--- src/rtl/rotator_sequencer.sv ---
// Command sequencer for a rotating shift register: turns LOAD/ROTL/ROTR/ASR commands
// into registered per-cycle control strobes, with an optional free-running marquee step.
module rotator_sequencer #(
  parameter int WIDTH    = 8,
  parameter int CNT_W    = 4,
  parameter int PERIOD_W = 24
) (
  input  logic                clock,
  input  logic                reset,
  input  logic                cmd_valid,
  output logic                cmd_ready,
  input  logic [1:0]          cmd_op,
  input  logic [WIDTH-1:0]    cmd_data,
  input  logic [CNT_W-1:0]    cmd_count,
  input  logic                auto_en,
  input  logic [PERIOD_W-1:0] auto_period,
  input  logic                auto_dir,
  output logic                reg_en,
  output logic                reg_load,
  output logic                reg_right,
  output logic                reg_asr,
  output logic [WIDTH-1:0]    reg_din,
  output logic                busy,
  output logic                done
);

  typedef enum logic [1:0] {OP_LOAD = 2'b00, OP_ROTL = 2'b01, OP_ROTR = 2'b10, OP_ASR = 2'b11} op_e;
  typedef enum logic [1:0] {S_IDLE, S_LOAD, S_SHIFT, S_DONE} state_e;

  localparam logic [PERIOD_W-1:0] PERIOD_ONE = PERIOD_W'(1);
  localparam logic [CNT_W-1:0]    COUNT_ONE  = CNT_W'(1);

  state_e              state;
  op_e                 op_q;
  logic [CNT_W-1:0]    remaining;
  logic [PERIOD_W-1:0] period_cnt;
  logic [PERIOD_W-1:0] period_last;
  logic                accept;

  // A zero period behaves like a period of one: step every cycle.
  assign period_last = (auto_period == '0) ? '0 : auto_period - PERIOD_ONE;
  assign accept      = (state == S_IDLE) && cmd_valid;

  // NOTE: every output is a flop computed for the state being entered, so all
  // assignments here are non-blocking; strobes default low and are re-asserted
  // only where needed, which also keeps reg_asr low whenever reg_right or reg_load is.
  always_ff @(posedge clock) begin
    if (reset) begin
      state      <= S_IDLE;
      op_q       <= OP_LOAD;
      remaining  <= '0;
      period_cnt <= '0;
      cmd_ready  <= 1'b1;
      reg_en     <= 1'b0;
      reg_load   <= 1'b0;
      reg_right  <= 1'b0;
      reg_asr    <= 1'b0;
      reg_din    <= '0;
      busy       <= 1'b0;
      done       <= 1'b0;
    end else begin
      reg_en    <= 1'b0;
      reg_load  <= 1'b0;
      reg_right <= 1'b0;
      reg_asr   <= 1'b0;
      done      <= 1'b0;

      unique case (state)
        S_IDLE: begin
          if (accept) begin
            period_cnt <= '0;
            op_q       <= op_e'(cmd_op);
            remaining  <= cmd_count;
            cmd_ready  <= 1'b0;
            busy       <= 1'b1;
            if (op_e'(cmd_op) == OP_LOAD) begin
              state    <= S_LOAD;
              reg_en   <= 1'b1;
              reg_load <= 1'b1;
              reg_din  <= cmd_data;
            end else if (cmd_count != '0) begin
              state     <= S_SHIFT;
              reg_en    <= 1'b1;
              reg_right <= (op_e'(cmd_op) != OP_ROTL);
              reg_asr   <= (op_e'(cmd_op) == OP_ASR);
            end else begin
              state <= S_DONE;
              done  <= 1'b1;
            end
          end else if (auto_en) begin
            if (period_cnt >= period_last) begin
              period_cnt <= '0;
              reg_en     <= 1'b1;
              reg_right  <= auto_dir;
            end else begin
              period_cnt <= period_cnt + PERIOD_ONE;
            end
          end else begin
            period_cnt <= '0;
          end
        end

        S_LOAD: begin
          state <= S_DONE;
          done  <= 1'b1;
        end

        S_SHIFT: begin
          if (remaining == COUNT_ONE) begin
            state <= S_DONE;
            done  <= 1'b1;
          end else begin
            remaining <= remaining - COUNT_ONE;
            reg_en    <= 1'b1;
            reg_right <= (op_q != OP_ROTL);
            reg_asr   <= (op_q == OP_ASR);
          end
        end

        S_DONE: begin
          state      <= S_IDLE;
          period_cnt <= '0;
          cmd_ready  <= 1'b1;
          busy       <= 1'b0;
        end

        default: state <= S_IDLE;
      endcase
    end
  end

endmodule

--- config.mk ---
export PLATFORM = sky130hd
export DESIGN_NAME = rotator_sequencer
export DESIGN_NICKNAME = d
export VERILOG_FILES = /design/src/rtl/rotator_sequencer.sv
export SDC_FILE = /design/constraint.sdc
export NUM_CORES = 1
export LEC_CHECK = 0
export BUFFER_PORTS_ARGS = -buffer_cell sky130_fd_sc_hd__buf_2
export CAP_MARGIN = 20
export CORE_MARGIN = 2
export CORE_UTILIZATION = 51
export CTS_CLUSTER_DIAMETER = 100
export DETAILED_ROUTE_END_ITERATION = 6
export HOLD_SLACK_MARGIN = 0.06
export PLACE_DENSITY = 0.83
export REMOVE_ABC_BUFFERS = 1
export SLEW_MARGIN = 20
export SYNTH_ARGS = -nofsm -noshare
export SYNTH_HDL_FRONTEND = slang
export SYNTH_SLANG_ARGS = --single-unit
export TNS_END_PERCENT = 5
--- constraint.sdc ---
create_clock -name clock -period 4.1 [get_ports clock]
set_clock_uncertainty 0.15 [all_clocks]
set_input_delay 1.23 -clock clock [delete_from_list [all_inputs] [get_ports clock]]
set_output_delay 1.23 -clock clock [all_outputs]
set_load 0.1 [all_outputs]
Word level (Yosys, flattened, before mapping)
Index checks and enable logic that the tools add are counted.

Add/subtract/negate cells: 3. Order comparisons: 1. Eq/ne operators: 11. Muxes and demuxes: 42. Bitwise logic cells: 2. Reduce and logical (&&, ||, !) cells: 13.

Operator list (count): two-way mux 24 bit (4); case mux 24 bit (2 select lines) (1); adder 24 x 1 -> 24 bit (second input constant) (1); >= comparator 24 bit (1); zero test 24 bit (1); two-way mux 1 bit (24); subtractor 24 x 1 -> 24 bit (second input constant) (1); case mux 1 bit (2 select lines) (5); == test 2 bit (second input constant) (4); two-way mux 4 bit (2); case mux 2 bit (4 select lines) (1); case mux 4 bit (2 select lines) (1); two-way mux 2 bit (3); inequality test 2 bit (second input constant) (3); AND reduction 2 bit (3); AND reduction 3 bit (2); == test 4 x 1 -> 1 bit (second input constant) (1); zero test 2 bit (2); inequality test 2 x 1 -> 1 bit (second input constant) (2); nonzero test 2 bit (2); nonzero test 4 bit (1); subtractor 4 x 1 -> 4 bit (second input constant) (1); case mux 1 bit (3 select lines) (1); OR reduction 3 bit (1); other kinds (3) (4).

Bits in registers: 47. Input port bits: 43. Output and inout bits: 15. Word-level logic and storage cells: 84.

Longest topological paths before layout
Depth after elaboration: 7. Depth in mapped cells: 17. Mapped depth without buffers: 16.

Worst setup path after synthesis
OpenSTA, ideal clock, no wires.

Kind: input to register. Start point: input port auto_period[17]. End point: register period_cnt[12]. Setup time: 58 ps. Arrival: 4070 ps. Required time: 3892 ps. Path slack: -177 ps. Cell stages on the path: 15. Path buffers: 2. Cell sequence: or4_1 -> nor4_2 -> and2b_1 -> nand2_1 -> buf_2 -> nand2_1 -> ha_1 -> and3_1 -> o21ai_1 -> a311oi_1 -> o31ai_2 -> nand3_2 -> buf_2 -> o21ai_0 -> o21a_1.

Word-level cells in the longest chain between the ends: 7. Elaborated cells on any way between the ends: 8. Those cells by class: 1 x add/sub; 1 x order compare; 5 x mux; 1 x reduce/logical.

RTL lines: start: declaration (RTL line 16) `input logic [PERIOD_W-1:0] auto_period,`; subtractor 24 x 1 -> 24 bit or zero test 24 bit (tied branches) (RTL line 41) `assign period_last = (auto_period == '0) ? '0 : auto_period - PERIOD_ONE;`; two-way mux 24 bit * (RTL line 41); >= comparator 24 bit * (RTL line 91) `if (period_cnt >= period_last) begin`; two-way mux 24 bit * (RTL line 91); two-way mux 24 bit * (RTL line 90) `end else if (auto_en) begin`; two-way mux 24 bit * (RTL line 70) `if (accept) begin`; case mux 24 bit (2 select lines) * (RTL line 68) `unique case (state)`; end signal: assignment (RTL line 96) `period_cnt <= period_cnt + PERIOD_ONE;`; end: declaration (RTL line 36) `logic [PERIOD_W-1:0] period_cnt;`.

Mark *: on every way between the ends. The rest lies on a longest branch, timed or not. A chain may end at the register's enable or synchronous reset.

Worst setup path in the final report
Start point: input port auto_period[15]. End point: register period_cnt[11].

The elaborated chain is that of the path after synthesis.

==> metrics.yaml <==
floorplanning:
  num_io_pins: 58
  die_y_um: 84.5
  die_w_um: 84.5
  die-area_mm2: 0.00714
  initial_utilization: 0.524
  core_area_mm2: 0.00631
  placementRows: 29
layout:
  fillCellCount: 467
  layout-drive-gt1-share: 0.304
  nets: 611
  n_antenna_cell: 0
  final_common_cell: "nand2_1"
  final_cell_mix: "nand2_1, buf_2, buf_4"
  area_growth_pct: 35.1
  layoutNonFillerInstCount: 613
synth:
  yosys_warnings: 0
  synthCells: 427
  synth-main-ff-cell: "dfxtp_1"
  avgSynthCellArea_um2: 7.74
  syn_area_mm2: 0.00331
  synth_edf_count: 0
  synth_cell_types: 54
  synth_async_sr_flop_share: 0
  ys_ff_latch: 47
  synthTopCellsByArea: "dfxtp_1, ha_1, nand2_1"
  synth_top_area_cell: "dfxtp_1"
  synth_top_area_share: 0.285
  yosysSeqAreaShare: 0.285
power:
  max-vdd-ir-drop_mv: 0.490
  switchingPower_mw: 0.711
  p_int_mw: 1.03
  clockPowerShare: 0.236
  power_leakage_nw: 1.99
  power_frac_comb: 0.449
  p_per_area_mw_per_mm2: 389
  seqPwrFrac: 0.315
  report.power.total_mw: 1.74
  swShare: 0.410
clocking:
  clock_path_buffers: 2
  htreeDepth: 2
  cts-root-buf: "clkbuf_8"
  tritoncts: "done"
  insertion_delay_ps: 310
  clkSinkCount: 47
  clk_pin_slew_ps: 90
  numCtsBuffers: 5
drt:
  vias: 3576
  viasPerCell: 5.83
  drt_wl_total_um: 9290
  postRouteAntennaNets: 0
  drc: 0
  wl_per_cell_um: 15.2
  first_iter_violations: 218
  drtPass1Iterations: 6
timing:
  relSlewSlack: 0.660
  fmax_ghz: 0.230
  final.min_clock_period_ps: 4340
  worst_slack_ps: -243
  tightest_slew_ps: 508
  period_share: 1.06
  slew_viol_final: 0
  grt_setup_unrepaired: "true"
  finalSetupViolCount: 26
  finalHoldViolCount: 0
setup_path:
  timing.rr.end: "period_cnt[6]"
  worst_ep_arrival_time_ps: 4400
  r2r_cells: 10
  critPathKind: "input pin to flop"
  ff2ff_setup_slack_ps: 1540
  r2r-start: "period_cnt[0]"
  end_kind: "flop"
  critPathMaxFanout: 6
  start_kind: "input pin"
  critPathRequiredTime_ps: 4160
place:
  io_buffers: 57
  dp_slack_ps: -661
  gp_routability_congestion: 0.880
  dp_cells: 599
  hpwl_um: 6530
grt:
  met1_usage: 0.287
  grtUsageTotal: 0.238
  grt_max_degree: 28
  grt_pass1_vias: 3444
  grt_antenna_before_repair: 0
  grtUsageMet3: 0.0423
  grt_pass1_wl_um: 14500
  grt_util_met2: 0.426
  grt-busiest-layer: "met2"
  gr-total-overflow: 0
worst_hold_path:
  hold_end: "reg_din[0]"
  hold_start: "reg_din[0]"
  hold_depth: 2
  worst_hold_path_type: "flop to flop"
outcome:
  violations: "setup timing"
  status: "complete, but fails checks"
flow_run:
  drv_cap: 0
cell usage after synthesis (6+ instances only):
cell / number
nand4_1: 10
or3_1: 7
nand2_1: 75
dfxtp_1: 47
nor2b_1: 6
ha_1: 33
a21oi_1: 37
nand2b_1: 6
a21o_1: 10
nand3_1: 25
o21ai_1: 8
xnor2_1: 8
xor2_1: 14
inv_1: 12
nor2_1: 28
o21ai_0: 12
nor3_1: 14
and3_1: 6
clkbuf_1: 7
critical path, stage by stage:
cell	delay (ps)
buf_6	90
or4_4	550
nor4_4	170
and2b_2	220
buf_6	100
nand2_1	60
xnor2_1	160
nand2_1	90
ha_1	300
nand4_1	160
buf_4	190
nor4_4	280
o31ai_4	140
and3_4	190
buf_4	150
a21o_1	150
a21o_1	170
power groups by stage:
stage | Sequential [mW] | Clock (mW) | Combinational (mW)
after global routing | 0.553 | 0.429 | 0.840
final | 0.547 | 0.409 | 0.780
after global placement | 0.552 | 0 | 0.688
after CTS | 0.546 | 0.411 | 0.721
after floorplan | 0.702 | 0 | 0.353
after detailed placement | 0.556 | 0 | 0.712
through the flow:
step	util	setup TNS, ps	area [um^2]	hold WS (ps)
finish	0.708	-3740	4470	304
detailed placement	0.637	-14170	4020	293
floorplan	-	-9560	3250	288
CTS	0.667	-5130	4210	306
global route	0.708	-7670	4470	323
global placement	0.637	-11650	4020	289
worst max-delay path by stage:
stage	startpoint	to	slack, ps
CTS	auto_period[17]	period_cnt[23]	-260
detailed placement	auto_period[11]	period_cnt[11]	-660
finish	auto_period[15]	period_cnt[11]	-240
global placement	auto_period[11]	period_cnt[14]	-580
global route	auto_period[15]	period_cnt[2]	-380
floorplan	auto_period[17]	period_cnt[23]	-550
cell type report:
cell class | count | area, um^2 | share of cell area
multi-input cells | 356 | 2470 | 0.554
repair buffers | 113 | 774 | 0.173
flip-flops and latches | 47 | 941 | 0.211
well taps | 77 | 96.3 | 0.0216
clock buffers | 5 | 68.8 | 0.0154
inverters | 12 | 45.0 | 0.0101
clock inverters | 3 | 67.6 | 0.0151
repair_timing:
item | CTS | global route
gates cloned | 0 | 2
hold buffers | 0 | 0
pin swaps | 7 | 15
hold endpoints to repair | 0 | 0
setup buffers | 2 | 3
setup endpoints to repair | 26 | 26
resized for setup | 7 | 38
cells by family (layout without fill, tap and decap cells):
family | Yosys count | after routing | share of synthesized area
simple gates | 204 | 204 | 0.310
compound gates | 95 | 95 | 0.186
flops | 47 | 47 | 0.285
fa+ha+maj | 33 | 33 | 0.125
buf+inv | 24 | 133 | 0.0310
xor+xnor | 22 | 22 | 0.0583
mux | 2 | 2 | 0.00605
sequential cells by signal, summed over array words and instances, names as in the netlist:
register    flops
period_cnt     24
reg_asr         1
reg_load        1
reg_right       1
done            1
reg_din         8
busy            1
reg_en          1
state           2
cmd_ready       1
op_q            2
remaining       4
routing by layer:
metal	part of all wire	vias up
met5	0	-
met4	0.018	0
met1	0.42	1664
li1	-	1759
met3	0.056	21
met2	0.50	132
Note: power is estimated with default switching activity, not from simulation.
